### config.mk
export PLATFORM = sky130hd
export DESIGN_NAME = ab_seq_gen
export DESIGN_NICKNAME = d
export VERILOG_FILES = /design/src/rtl/ab_seq_pkg.sv /design/src/rtl/ab_seq_gen_tick_div.sv /design/src/rtl/ab_seq_gen.sv
export SDC_FILE = /design/constraint.sdc
export NUM_CORES = 1
export LEC_CHECK = 0
export CAP_MARGIN = 10
export CORE_MARGIN = 3
export CORE_UTILIZATION = 40
export DETAILED_ROUTE_END_ITERATION = 10
export MAX_ROUTING_LAYER = met4
export PLACE_DENSITY = 0.64
export SLEW_MARGIN = 20
export SYNTH_ARGS = -nofsm -noshare
export SYNTH_HDL_FRONTEND = slang
export SYNTH_SLANG_ARGS = --single-unit
### constraint.sdc
create_clock -name clki -period 2 [get_ports clki]
set_input_delay 0.3 -clock clki [delete_from_list [all_inputs] [get_ports clki]]
set_output_delay 0.3 -clock clki [all_outputs]
set_load 0.05 [all_outputs]
### src/rtl/ab_seq_pkg.sv
// Shared types and constants for the a/b sequence generator and its detector.
// Stimulus vectors are packed as {a, b}.
package ab_seq_pkg;

  typedef enum logic [1:0] {
    st0 = 2'd0,
    st1 = 2'd1,
    st2 = 2'd2,
    st3 = 2'd3
  } stlist;

  typedef enum logic {
    IDLE = 1'b0,
    RUN  = 1'b1
  } gen_state_e;

  localparam logic [1:0] AB_ST0  = 2'b10;
  localparam logic [1:0] AB_ST1  = 2'b01;
  localparam logic [1:0] AB_ST2  = 2'b11;
  localparam logic [1:0] AB_ST3  = 2'b10;
  localparam logic [1:0] AB_IDLE = 2'b00;

  // Drive that moves the detector out of state s.
  function automatic logic [1:0] step_ab(stlist s);
    case (s)
      st0:     return AB_ST0;
      st1:     return AB_ST1;
      st2:     return AB_ST2;
      default: return AB_ST3;
    endcase
  endfunction

  // The loop order matches the encoding, so the 2-bit increment wraps st3 to st0.
  function automatic stlist next_st(stlist s);
    return stlist'(s + 2'd1);
  endfunction

endpackage

### src/rtl/ab_seq_gen_tick_div.sv
// Clock-enable divider: counts 0..DIV-1 while enabled and pulses tick on DIV-1.
// clear forces the count back to 0 so a new run starts on a full period.
module tick_div #(
  parameter int DIV = 2
) (
  input  logic clk,
  input  logic rst_n,
  input  logic clear,
  input  logic enable,
  output logic tick
);

  localparam int CW = (DIV > 1) ? $clog2(DIV) : 1;
  localparam logic [CW-1:0] LAST = CW'(DIV - 1);

  logic [CW-1:0] cnt_q, cnt_d;

  always_comb begin
    cnt_d = cnt_q;
    if (clear) begin
      cnt_d = '0;
    end else if (enable) begin
      cnt_d = (cnt_q == LAST) ? '0 : cnt_q + CW'(1);
    end
  end

  assign tick = enable && (cnt_q == LAST);

  // NOTE: state registers use non-blocking assignments so every flop samples pre-edge values.
  always_ff @(posedge clk or negedge rst_n) begin
    if (!rst_n) cnt_q <= '0;
    else        cnt_q <= cnt_d;
  end

endmodule

### src/rtl/ab_seq_gen.sv
// Paced a/b stimulus driver that walks the detector loop st0->st1->st2->st3 a
// commanded number of times, with a mirror of the detector state it should reach.
module ab_seq_gen
  import ab_seq_pkg::*;
#(
  parameter int DIV   = 2,
  parameter int LEN_W = 8
) (
  input  logic             clki,
  input  logic             rsti_n,
  input  logic             start,
  input  logic [LEN_W-1:0] loops,
  output logic             busy,
  output logic             done,
  output logic             a,
  output logic             b,
  output logic [1:0]       st_mirror,
  output logic [LEN_W-1:0] loop_cnt
);

  gen_state_e       state_q, state_d;
  stlist            st_q, st_d;
  logic             a_q, a_d, b_q, b_d, done_q, done_d;
  logic [LEN_W-1:0] cnt_q, cnt_d, loops_q, loops_d;
  logic             tick;

  tick_div #(.DIV(DIV)) u_tick_div (
    .clk    (clki),
    .rst_n  (rsti_n),
    .clear  (state_q == IDLE),
    .enable (state_q == RUN),
    .tick   (tick)
  );

  // NOTE: every signal written here gets a default first, so no path can infer a latch.
  always_comb begin
    state_d = state_q;
    st_d    = st_q;
    a_d     = a_q;
    b_d     = b_q;
    done_d  = 1'b0;
    cnt_d   = cnt_q;
    loops_d = loops_q;
    case (state_q)
      IDLE: begin
        if (start) begin
          loops_d = loops;
          cnt_d   = '0;
          state_d = RUN;
        end
      end
      RUN: begin
        if (tick) begin
          // Completion only happens at a loop boundary, so a/b never stop mid-loop.
          if (cnt_q == loops_q && st_q == st0) begin
            {a_d, b_d} = AB_IDLE;
            done_d     = 1'b1;
            state_d    = IDLE;
          end else begin
            {a_d, b_d} = step_ab(st_q);
            st_d       = next_st(st_q);
            if (st_q == st3) cnt_d = cnt_q + LEN_W'(1);
          end
        end
      end
      default: state_d = IDLE;
    endcase
  end

  // NOTE: loops_q is reset as well even though it is only read in RUN; no flop is left to power up as X.
  always_ff @(posedge clki or negedge rsti_n) begin
    if (!rsti_n) begin
      state_q <= IDLE;
      st_q    <= st0;
      a_q     <= 1'b0;
      b_q     <= 1'b0;
      done_q  <= 1'b0;
      cnt_q   <= '0;
      loops_q <= '0;
    end else begin
      state_q <= state_d;
      st_q    <= st_d;
      a_q     <= a_d;
      b_q     <= b_d;
      done_q  <= done_d;
      cnt_q   <= cnt_d;
      loops_q <= loops_d;
    end
  end

  assign busy      = (state_q == RUN);
  assign done      = done_q;
  assign a         = a_q;
  assign b         = b_q;
  assign st_mirror = st_q;
  assign loop_cnt  = cnt_q;

endmodule
# Yosys cells after proc, flatten, opt, wreduce, memory -nomap -nowiden
# Index checks and enable logic that the tools add are counted.
# classes
add_sub_neg,3
eq_ne,8
muxes,17
n_bitwise,2
n_reduce_logical,7
# op_table
operator,n
$mux W8,4
$pmux W8 S2,1
$mux W1,10
$add A8 B1 Y8 const B,1
$eq A8 B8 Y1,1
$eq A2 B2 Y1 const B,2
$ne A2 B1 Y1 const B,2
$ne A2 B2 Y1 const B,2
$pmux W2 S2,1
$reduce_and A2 Y1,2
$reduce_and A4 Y1,1
$reduce_and A3 Y1,1
$add A2 B1 Y2 const B,1
$eq A2 B1 Y1 const B,1
$logic_and A1 B1 Y1,2
$logic_not A2 Y1,1
$not A1 Y1,2
$pmux W1 S2,1
$add A1 B1 Y1 const B,1
# totals
regBits,23
inputBits,11
output_inout_bits,14
word_cells,45

# Depth between registers and ports, before layout
# logic_depth
word_depth,5
depth_mapped,6
depth_no_buf,6

# Cells and area by module
# From an unflattened synthesis, not the netlist that was laid out.
# unflattened
cells_unflattened,118
hier_area_um2,1133.6
# by_module_without_submodules
module,n_inst,cells_per_inst,area_each_um2,seq_area_each_um2
ab_seq_gen,1,114,1088.5,550.5
tick_div,1,4,45.0,25.0

# Worst setup path before layout
# No wires, ideal clock.
# synth_path
kind,register -> register
startpoint,register st_q[0] (netlist: st_mirror[0])
endpoint,register st_q[1] (netlist: st_mirror[1])
setup_ns,0.125
arrival_ns,1.766
setup_slack_ns,0.109
path_stages_with_launch,7
n_path_buf,0
period_less_slack_ns,1.891
path_cell_list,dfrtp_1 inv_1 ha_1 and4_4 and3_4 nor2_4 mux2_2
# synth_between
elab_chain_len,4
word_cells_on_any_way,5
# synth_rtl
element,line,text
"start, declared",ab_seq_gen.sv:22,"stlist st_q, st_d;"
"start signal, assigned",ab_seq_gen.sv:74,st_q <= st0;
"start signal, assigned",ab_seq_gen.sv:82,st_q <= st_d;
$logic_not A2 Y1,ab_seq_gen.sv:55,if (cnt_q == loops_q && st_q == st0) begin
$logic_and A1 B1 Y1,ab_seq_gen.sv:55,
$not A1 Y1 (no source line),-,
$reduce_and A3 Y1 (no source line),-,
# Several ways; a longest one is shown, not always the timed one.
# A chain may end at the register's enable or synchronous reset.

# Worst setup path in the final report
# layout_path
startpoint,register cnt_q[3] (netlist: loop_cnt[3])
endpoint,output loop_cnt[3]
# layout_lines
element,line,text
"start, declared",ab_seq_gen.sv:24,"logic [LEN_W-1:0] cnt_q, cnt_d, loops_q, loops_d;"
"start signal, assigned",ab_seq_gen.sv:86,cnt_q <= cnt_d;
"end, declared",ab_seq_gen.sv:18,output logic [LEN_W-1:0] loop_cnt
# No word-level cell between the ends.

==> results_dict.tcl <==
set metrics [dict create \
    status "finished clean" \
    die_area_mm2 0.00368 \
    yosys_warnings 0 \
    antenna_found_initial 0 \
    yosysTopAreaCellShare_pct 48.2 \
    rsz0062_at_grt "no" \
    peakVddDrop_v 0.000584 \
    synth_common_cells "nand2_1 (33), dfrtp_1 (23), xor2_1 (8)" \
    numCtsBuffers 3 \
    fin_crit_sh_pct 96.6 \
    clkTransAtPathRegs_ns 0.13 \
    ant_nets 0 \
    dr.pass1.iters 4 \
    io_pins 25 \
    power_w 0.00222 \
    syn_to_final_growth_pct 27.1 \
    synth_mux_area_share_pct 3.46 \
    end_kind "primary output" \
    cp_cell_sequence "clkdlybuf4s50_1" \
    fin_skew_ns 0.0142 \
    syn-mean-instance-area_um2 10.2 \
    detail_route.wl_per_cell_um 14.0 \
    gp_congestion 0.805 \
    grt_pass1_vias 881 \
    synth_compound_area_share_pct 9.53 \
    grt-ovfl-total 0 \
    die_width_um 60.7 \
    cts.sinks 23 \
    clkLatencyLatePin_ns 0.31 \
    cts_root_buffer "clkbuf_4" \
    setup_viol 0 \
    die_h_um 60.7 \
    synth_adder_area_share_pct 4.19 \
    cp.depth 1 \
    cp.required_ns 1.70 \
    async_flop_share_pct 100 \
    synthCells 117 \
    worst_setup_path_start_kind "flip-flop" \
    arrival_ns 1.63 \
    p_leak_nw 0.700 \
    cts_hold_buf 0 \
    yosys-top-cells-area "dfrtp_1 (48%), nand2_1 (10%), xor2_1 (5.9%)" \
    drt_wl_total_mm 2.49 \
    vias 898 \
    clk_path_buf_depth 2 \
    yosysMostFrequentCell "nand2_1" \
    final_nets 162 \
    fin_crit_ns 1.93 \
    grt_pass1_wl_mm 4.10 \
    path_delay_family "buffers and inverters" \
    r2r_cells 5 \
    r2r-start "loop_cnt[3]$_DFFE_PN0P_" \
    tns_ns 0 \
    hold_violations 0 \
    place.port_buffers 24 \
    max_freq_ghz 0.518 \
    yosysUniqueCellTypes 31 \
    worstSetupPathType "flip-flop to primary output" \
    crit_fanout 6 \
    synth_top_family_by_area "simple AND/OR/NAND/NOR gates" \
    drive_gt1_share_pct 13.7 \
    synth_flop_cell "dfrtp_1" \
    routed_via_density 5.07 \
    startpoint "loop_cnt[3]$_DFFE_PN0P_" \
    hp-class "primary input to async pin" \
    synth_xor_area_share_pct 8.80 \
    cts_max_level 1 \
    path_buf_inv 1 \
    post-dp-hpwl_mm 1.85 \
    ys_seq_elements 23 \
    core-area_mm2 0.00281 \
    start_util_pct 42.6 \
    diodes 0 \
    syn-num-nets 132 \
    cpMaxStageDelayCell "clkdlybuf4s50_1" \
    slew_viol_final 0 \
    rows 19 \
    grt_max_degree 24 \
    p_per_area_mw_per_mm2 1460 \
    track_usage_pct 15.3 \
    synth_top_area_cell "dfrtp_1" \
    tritoncts "yes" \
    tightest_slew_ns 0.508 \
    relSlewSlack_pct 66.0 \
    drcViolationCount 0 \
    slowest_delay_ns 0.84 \
    synth_edf_count 0 \
    netlist_area_mm2 0.00119 \
    seq_area_frac_synth_pct 48.2 \
    drt_iter0_markers 41 \
    drv_cap 0 \
    yosys.area_share.simple_pct 24.3 \
]
## state kept, by name (all words and copies together), names as in the netlist
| register | count |
|---|---|
| done | 1 |
| st_mirror | 2 |
| a | 1 |
| b | 1 |
| u_tick_div.cnt_q | 1 |
| loop_cnt | 8 |
| loops_q | 8 |
| busy | 1 |
## final timing paths
| check | end | slack, ns |
|---|---|---|
| setup / recovery | loop_cnt[3] | 0.07 |
| hold / removal | loop_cnt[4]$_DFFE_PN0P_ | 0.31 |
| setup reg to reg | loop_cnt[1]$_DFFE_PN0P_ | 0.29 |
| hold reg to reg | u_tick_div.cnt_q$_DFF_PN0_ | 0.51 |
| max in group asynchronous | st_mirror[1]$_DFFE_PN0P_ | 1.45 |
| min in group clki | loops_q[3]$_DFFE_PN0P_ | 0.49 |
## kinds of logic (layout without fill, tap and decap cells)
logic type,Yosys count,after routing
simple gates,57,57
mux,4,4
compound gates,12,12
xor+xnor,12,12
flops,23,23
buf+inv,5,34
fa+ha+maj,4,4
## cell type report
class	count	area, um2
Clock buffer	4	26.3
Fill cell	250	1290
Inverter	2	7.51
Multi-Input combinational cell	89	601
Sequential cell	23	576
Tap cell	31	38.8
Timing Repair Buffer	28	270
## power by group
group          total, W  switching [W]  internal, W
Sequential     0.000816       0.000193     0.000623
Combinational   0.00119       0.000735     0.000460
Clock          0.000214       0.000136    0.0000778
## through the flow
| step | std cells | hold slack [ns] | instance area, um2 | util (%) | setup slack (ns) |
|---|---|---|---|---|---|
| 4_1_cts | 177 | 0.322 | 1510 | 54.0 | 0.0132 |
| 3_5_place_dp | 173 | 0.488 | 1490 | 53.1 | 0.303 |
| 3_3_place_gp | 173 | 0.480 | 1490 | 53.1 | 0.327 |
| 2_1_floorplan | 117 | 0.00441 | 1190 | - | 0.109 |
| 6_report | 177 | 0.312 | 1520 | 54.1 | 0.0686 |
| 5_1_grt | 177 | 0.343 | 1520 | 54.1 | 0.0119 |
## what timing repair did
item,CTS,global route
setup buffers,0,0
resized for setup,2,2
setup endpoints to repair,2,2
cloned,0,0
## layout by cell type (no fill, tap or decap), drive strengths merged
master and count:
xnor2 4, nand2b 1, dlymetal6s2s 2, a211o 1
xor2 8, nand4 4, mux2 1, a21o 1
a41o 1, and4 2, and3 4, dfrtp 23
clkbuf 4, nand3 1, nor3 1, mux2i 3
dlygate4sd2 2, a32o 1, ha 4, a22o 3
nor2b 2, inv 2, buf 5, nand2 33
a31oi 4, nor2 8, clkdlybuf4s50 19, o31ai 1
nor3b 1
## routing by layer
metal / routed length (um) / vias up / global-route usage (%)
li1: - / 459 / -
met1: 1280 / 415 / 21.7
met2: 1070 / 20 / 22.1
met3: 112 / 4 / 2.77
met4: 23 / 0 / 4.64
met5: 0 / - / -
(Power assumes the default switching activity.)
